### src/rtl/rsa_seq_pkg.sv
// Shared types and constants for the RSA job sequencer and its key cache.
package rsa_seq_pkg;

   typedef enum logic [2:0] {
      S_IDLE,
      S_INV_PULSE,
      S_INV_GUARD,
      S_INV_WAIT,
      S_EXP_PULSE,
      S_EXP_GUARD,
      S_EXP_WAIT,
      S_RESULT
   } seq_state_t;

   localparam int DEFAULT_WIDTH          = 128;
   localparam int DEFAULT_TIMEOUT_CYCLES = 2000000;

   // Latched job word: p, q, direction bit and a 2*width message.
   function automatic int job_bits(input int width);
      return 4 * width + 1;
   endfunction

   localparam int JOB_FIELDS = job_bits(DEFAULT_WIDTH);

endpackage

### src/rtl/rsa_key_cache.sv
// Remembers the last key pair whose inverter run completed, so repeat keys skip it.
module rsa_key_cache
   import rsa_seq_pkg::*;
#(
   parameter int WIDTH = DEFAULT_WIDTH
) (
   input  logic             clk,
   input  logic             reset,
   input  logic             i_load,
   input  logic             i_clear,
   input  logic [WIDTH-1:0] i_load_p,
   input  logic [WIDTH-1:0] i_load_q,
   input  logic [WIDTH-1:0] i_cmp_p,
   input  logic [WIDTH-1:0] i_cmp_q,
   output logic             o_hit
);

   logic [WIDTH-1:0] r_p;
   logic [WIDTH-1:0] r_q;
   logic             r_valid;

   always_ff @(posedge clk or posedge reset) begin
      if (reset) begin
         r_p     <= '0;
         r_q     <= '0;
         r_valid <= 1'b0;
      end else if (i_clear) begin
         r_valid <= 1'b0;
      end else if (i_load) begin
         r_p     <= i_load_p;
         r_q     <= i_load_q;
         r_valid <= 1'b1;
      end
   end

   assign o_hit = r_valid && (i_cmp_p == r_p) && (i_cmp_q == r_q);

endmodule

### src/rtl/rsa_job_sequencer.sv
// Job front end for the RSA control datapath: inverter run, mod-exp run, result handoff.
module rsa_job_sequencer
   import rsa_seq_pkg::*;
#(
   parameter int WIDTH          = DEFAULT_WIDTH,
   parameter int TIMEOUT_CYCLES = DEFAULT_TIMEOUT_CYCLES
) (
   input  logic               clk,
   input  logic               reset,
   input  logic               job_valid,
   output logic               job_ready,
   input  logic [WIDTH-1:0]   job_p,
   input  logic [WIDTH-1:0]   job_q,
   input  logic               job_encrypt_decrypt,
   input  logic [2*WIDTH-1:0] job_msg,
   output logic [WIDTH-1:0]   ctl_p,
   output logic [WIDTH-1:0]   ctl_q,
   output logic               ctl_encrypt_decrypt,
   output logic [2*WIDTH-1:0] ctl_msg_in,
   output logic               ctl_reset_inverter,
   output logic               ctl_reset_mod_exp,
   input  logic               ctl_inverter_finish,
   input  logic               ctl_mod_exp_finish,
   input  logic [2*WIDTH-1:0] ctl_msg_out,
   output logic               res_valid,
   input  logic               res_ready,
   output logic [2*WIDTH-1:0] res_msg,
   output logic               res_error,
   output logic [15:0]        jobs_done
);

   localparam int                 CNT_W    = $clog2(TIMEOUT_CYCLES);
   localparam int                 JOB_W    = job_bits(WIDTH);
   localparam logic [CNT_W-1:0]   CNT_LAST = CNT_W'(TIMEOUT_CYCLES - 1);

   seq_state_t         r_state;
   seq_state_t         w_state_nxt;
   logic [JOB_W-1:0]   r_job;
   logic [CNT_W-1:0]   r_cnt;
   logic [2*WIDTH-1:0] r_res_msg;
   logic               r_res_error;
   logic [15:0]        r_jobs_done;

   logic w_accept;
   logic w_key_hit;
   logic w_key_load;
   logic w_key_clear;
   logic w_cnt_clr;
   logic w_cnt_expired;
   logic w_in_wait;
   logic w_res_ok;
   logic w_res_abort;
   logic w_handshake;

   assign w_accept      = job_valid && (r_state == S_IDLE);
   assign w_cnt_expired = (r_cnt == CNT_LAST);
   assign w_in_wait     = (r_state == S_INV_WAIT) || (r_state == S_EXP_WAIT);

   rsa_key_cache #(.WIDTH(WIDTH)) u_key_cache (
      .clk      (clk),
      .reset    (reset),
      .i_load   (w_key_load),
      .i_clear  (w_key_clear),
      .i_load_p (ctl_p),
      .i_load_q (ctl_q),
      .i_cmp_p  (job_p),
      .i_cmp_q  (job_q),
      .o_hit    (w_key_hit)
   );

   always_ff @(posedge clk or posedge reset) begin
      if (reset) r_state <= S_IDLE;
      else       r_state <= w_state_nxt;
   end

   // Finish wins over timeout because it is tested first in each WAIT state.
   always_comb begin
      w_state_nxt = r_state;
      w_key_load  = 1'b0;
      w_key_clear = 1'b0;
      w_cnt_clr   = 1'b0;
      w_res_ok    = 1'b0;
      w_res_abort = 1'b0;
      w_handshake = 1'b0;
      case (r_state)
         S_IDLE:      if (job_valid) w_state_nxt = w_key_hit ? S_EXP_PULSE : S_INV_PULSE;
         S_INV_PULSE: w_state_nxt = S_INV_GUARD;
         S_INV_GUARD: begin
            w_state_nxt = S_INV_WAIT;
            w_cnt_clr   = 1'b1;
         end
         S_INV_WAIT: begin
            if (ctl_inverter_finish) begin
               w_key_load  = 1'b1;
               w_state_nxt = S_EXP_PULSE;
            end else if (w_cnt_expired) begin
               w_res_abort = 1'b1;
               w_key_clear = 1'b1;
               w_state_nxt = S_RESULT;
            end
         end
         S_EXP_PULSE: w_state_nxt = S_EXP_GUARD;
         S_EXP_GUARD: begin
            w_state_nxt = S_EXP_WAIT;
            w_cnt_clr   = 1'b1;
         end
         S_EXP_WAIT: begin
            if (ctl_mod_exp_finish) begin
               w_res_ok    = 1'b1;
               w_state_nxt = S_RESULT;
            end else if (w_cnt_expired) begin
               w_res_abort = 1'b1;
               w_key_clear = 1'b1;
               w_state_nxt = S_RESULT;
            end
         end
         S_RESULT: begin
            if (res_ready) begin
               w_handshake = 1'b1;
               w_state_nxt = S_IDLE;
            end
         end
         default: w_state_nxt = S_IDLE;
      endcase
   end

   always_ff @(posedge clk or posedge reset) begin
      if (reset) begin
         r_job       <= '0;
         r_cnt       <= '0;
         r_res_msg   <= '0;
         r_res_error <= 1'b0;
         r_jobs_done <= '0;
      end else begin
         if (w_accept) r_job <= {job_p, job_q, job_encrypt_decrypt, job_msg};
         if (w_cnt_clr)      r_cnt <= '0;
         else if (w_in_wait) r_cnt <= r_cnt + 1'b1;
         if (w_res_ok) begin
            r_res_msg   <= ctl_msg_out;
            r_res_error <= 1'b0;
         end else if (w_res_abort) begin
            r_res_msg   <= '0;
            r_res_error <= 1'b1;
         end
         if (w_handshake) r_jobs_done <= r_jobs_done + 16'd1;
      end
   end

   assign {ctl_p, ctl_q, ctl_encrypt_decrypt, ctl_msg_in} = r_job;

   // Pulses and status are decodes of the state register, so they reset to 0 (job_ready to 1).
   assign ctl_reset_inverter = (r_state == S_INV_PULSE);
   assign ctl_reset_mod_exp  = (r_state == S_EXP_PULSE);
   assign job_ready          = (r_state == S_IDLE);
   assign res_valid          = (r_state == S_RESULT);
   assign res_msg            = r_res_msg;
   assign res_error          = r_res_error;
   assign jobs_done          = r_jobs_done;

endmodule

### config.mk
export PLATFORM = sky130hd
export DESIGN_NAME = rsa_job_sequencer
export DESIGN_NICKNAME = d
export VERILOG_FILES = /design/src/rtl/rsa_seq_pkg.sv /design/src/rtl/rsa_key_cache.sv /design/src/rtl/rsa_job_sequencer.sv
export SDC_FILE = /design/constraint.sdc
export NUM_CORES = 2
export LEC_CHECK = 0
export BUFFER_PORTS_ARGS = -buffer_cell sky130_fd_sc_hd__buf_2
export CAP_MARGIN = 0
export CORE_AREA = 4 4 599 601
export DETAILED_ROUTE_END_ITERATION = 10
export DIE_AREA = 0 0 603 605
export SYNTH_ARGS = -nofsm -noshare
export SYNTH_HDL_FRONTEND = slang
export SYNTH_SLANG_ARGS = --single-unit
### constraint.sdc
create_clock -name clk -period 47.2 [get_ports clk]
set_clock_uncertainty 0.1 [all_clocks]
set_input_delay 4.72 -clock clk [delete_from_list [all_inputs] [get_ports clk]]
set_output_delay 4.72 -clock clk [all_outputs]
set_load 0.02 [all_outputs]
==> flow_metrics.tcl <==
set metrics [dict create \
    whs_endpoint "res_msg[78]" \
    grt_start_max_net_pins 172 \
    drt_pass1_iterations 5 \
    period_share 0.1631 \
    grt_setup_unrepaired "no" \
    r2r-end "r_job[211]" \
    worst_pin_slew_ns 1.199 \
    synth_cells 2915 \
    synth_mux_area_frac 0.2040 \
    clk_pin_slew_ns 0.06 \
    ctsHoldBuffers 0 \
    synthSimpleGateAreaFrac 0.03492 \
    wire_per_inst_um 33.92 \
    yosysMostFrequentCell "dfrtp_1" \
    slowest_delay_ns 0.87 \
    dieArea_mm2 0.3648 \
    finalCriticalPeriod_ns 7.701 \
    drc_errors 0 \
    dp_hpwl_mm 276.7 \
    clock_path_buffers 4 \
    worstPathArrival_ns 8.28 \
    via_per_inst 3.649 \
    nets 5286 \
    cts.sinks 1067 \
    antenna_found_initial 271 \
    synth_common_cells "dfrtp_1 (1,067), mux2_2 (771), a22o_1 (262)" \
    area_delta_synth_final_pct 43.01 \
    grt_pass1_vias 33030 \
    synth_xor_area_frac 0.03042 \
    cp-end-kind "flop" \
    rows 218 \
    met1_usage 0.1789 \
    h-tree-depth 4 \
    power.leakage_nw 28.49 \
    cts-buffers-inserted 136 \
    yosys.area_share.adder 0.0005873 \
    syn_area_mm2 0.04261 \
    fmax_mhz 129.9 \
    ys_seq_elements 1067 \
    groute.layer.met2.usage 0.2694 \
    drive_gt1_frac 0.5644 \
    syn_area_per_cell_um2 14.62 \
    synth-main-ff-cell "dfrtp_1" \
    grt_overflow 0 \
    die_x_um 603 \
    start_util 0.1208 \
    gr-usage-all-layers 0.1668 \
    finalWirelength_mm 319.4 \
    fill_cells 38920 \
    cts_root_buffer "clkbuf_16" \
    async_flop_share 1.000 \
    ant_nets 0 \
    ioPinCount 1565 \
    post_cts_buffers 0 \
    ys_warn_count 0 \
    powerDensity_mw_per_mm2 78.05 \
    ys_top_cells_by_area "dfrtp_1 (63%), mux2_2 (20%), a22o_1 (5.4%)" \
    hold_path.class "flop to flop" \
    cts_tree "built" \
    coreArea_mm2 0.3527 \
    synth_top_cell_by_area "dfrtp_1" \
    finalHoldViolCount 0 \
    required_ns 47.78 \
    gr-max-usage-layer "met2" \
    crit_fanout 75 \
    max_cap_violations 0 \
    synthesis.nets 3692 \
    status "completed" \
    slew_headroom 0.1936 \
    synth_top_area_share 0.6267 \
    vdd_drop_max_mv 0.04547 \
    num_vias 34360 \
    seq_area_frac_synth 0.6267 \
    synth_cell_types 52 \
    synth_top_family_by_area "multiplexers" \
    cpMostUsedCell "buf_4" \
    cts_repair_resize_count 0 \
    r2r-start "r_state[1]" \
    grtUsageMet3 0.1020 \
    critPathLaunchType "input port" \
    initialDrtViolationCount 3244 \
    setup_viol 0 \
    p_total_mw 4.756 \
    min_path_cells 1 \
    min_from "res_msg[78]" \
    setup-tns-final_ns 0 \
    slew_viol_final 0 \
    io_buffers 1564 \
    r2r_slack_ns 42.01 \
    path_cells "buf_2, and2_4, buf_4, buf_4, buf_4, mux2_2" \
    grt_pass1_wl_mm 393.4 \
    synth_edf_count 0 \
    crit_slowest_cell "buf_4" \
    reg2reg_depth 6 \
    synth_compound_area_frac 0.07864 \
    critical_path_class "input port to flop" \
    clkLatencyLatePin_ns 0.80 \
    gp_congestion 0.9822 \
    chipHeight_um 605 \
]
[sequential cells by signal, indices dropped and copies added, names as in the netlist]
register             count
jobs_done               16
r_cnt                   21
r_job                  513
r_state                  3
res_error                1
res_msg                256
u_key_cache.r_p        128
u_key_cache.r_q        128
u_key_cache.r_valid      1
[cell type report]
class	instances	area, µm²	share of cell area
antenna	75	187.7	0.003080
clock buffer	196	3950	0.06483
clock inverter	45	625.6	0.01027
inverter	118	450.4	0.007392
multi-input combinational	1583	14930	0.2450
sequential	1067	26700	0.4382
tap	4730	5918	0.09713
timing repair buffer	1603	8170	0.1341
[worst max path at each step]
| stage | end | start | depth (start not counted) |
|---|---|---|---|
| 2_1_floorplan | jobs_done[0] | reset | 1 |
| 3_3_place_gp | r_state[0] | job_q[79] | 7 |
| 3_5_place_dp | r_state[0] | job_q[37] | 8 |
| 4_1_cts | r_state[0] | job_q[37] | 8 |
| 5_1_grt | r_state[0] | job_q[37] | 8 |
| 6_report | r_job[211] | job_valid | 6 |
[power breakdown]
group | switching (mW) | internal [mW] | total, mW
clock | 0.454 | 0.643 | 1.10
combinational | 1.36 | 0.673 | 2.03
sequential | 0.294 | 1.34 | 1.63
[through the flow]
stage / hold WS (ns) / worst slack (ns) / cells / instance area, µm² / util
finish: 0.3920 / 39.50 / 9417 / 60930 / 0.1728
global route: 0.3982 / 39.42 / 9373 / 60820 / 0.1725
CTS: 0.3825 / 39.59 / 9342 / 60740 / 0.1722
detailed placement: 0.3759 / 38.66 / 9101 / 56170 / 0.1593
global placement: 0.3595 / 38.24 / 9099 / 56140 / 0.1592
floorplan: 0.3794 / 12.34 / 2915 / 42610 / -
[critical path: cells and delay by family]
family	cells	cell delay (ns)
muxes	1	0.42
buffers and inverters	4	2.23
and+or+nand+nor	1	0.65
[logic make-up after synthesis]
group,Yosys count
and+or+nand+nor,259
AOI/OAI and AO/OA,402
xor gates and xnor gates,148
buffers and inverters,265
DFF,1067
muxes,772
adders and majority gates,2
[layer usage]
layer / part of all wire / vias to the layer above
met3: 0.14 / 672
met2: 0.47 / 1862
li1: - / 13880
met1: 0.35 / 17720
met4: 0.042 / 230
met5: 0.0048 / -
[cell usage in the layout (no fill, tap or decap), drive strengths merged, types with 12 or more instances in the layout]
cell type     n
buf        1603
o21ai        13
a2111oi      15
nor2         33
nor4         32
inv         128
nor2b        45
xor2         78
nand2b       39
o22ai        43
xnor2        70
diode        75
clkbuf      196
a2111o       12
nand4        34
nand2        24
dfrtp      1067
a21oi        12
o2111ai      13
a22o        262
clkinv       23
mux2        771
Note: power is estimated with default switching activity, not from simulation.
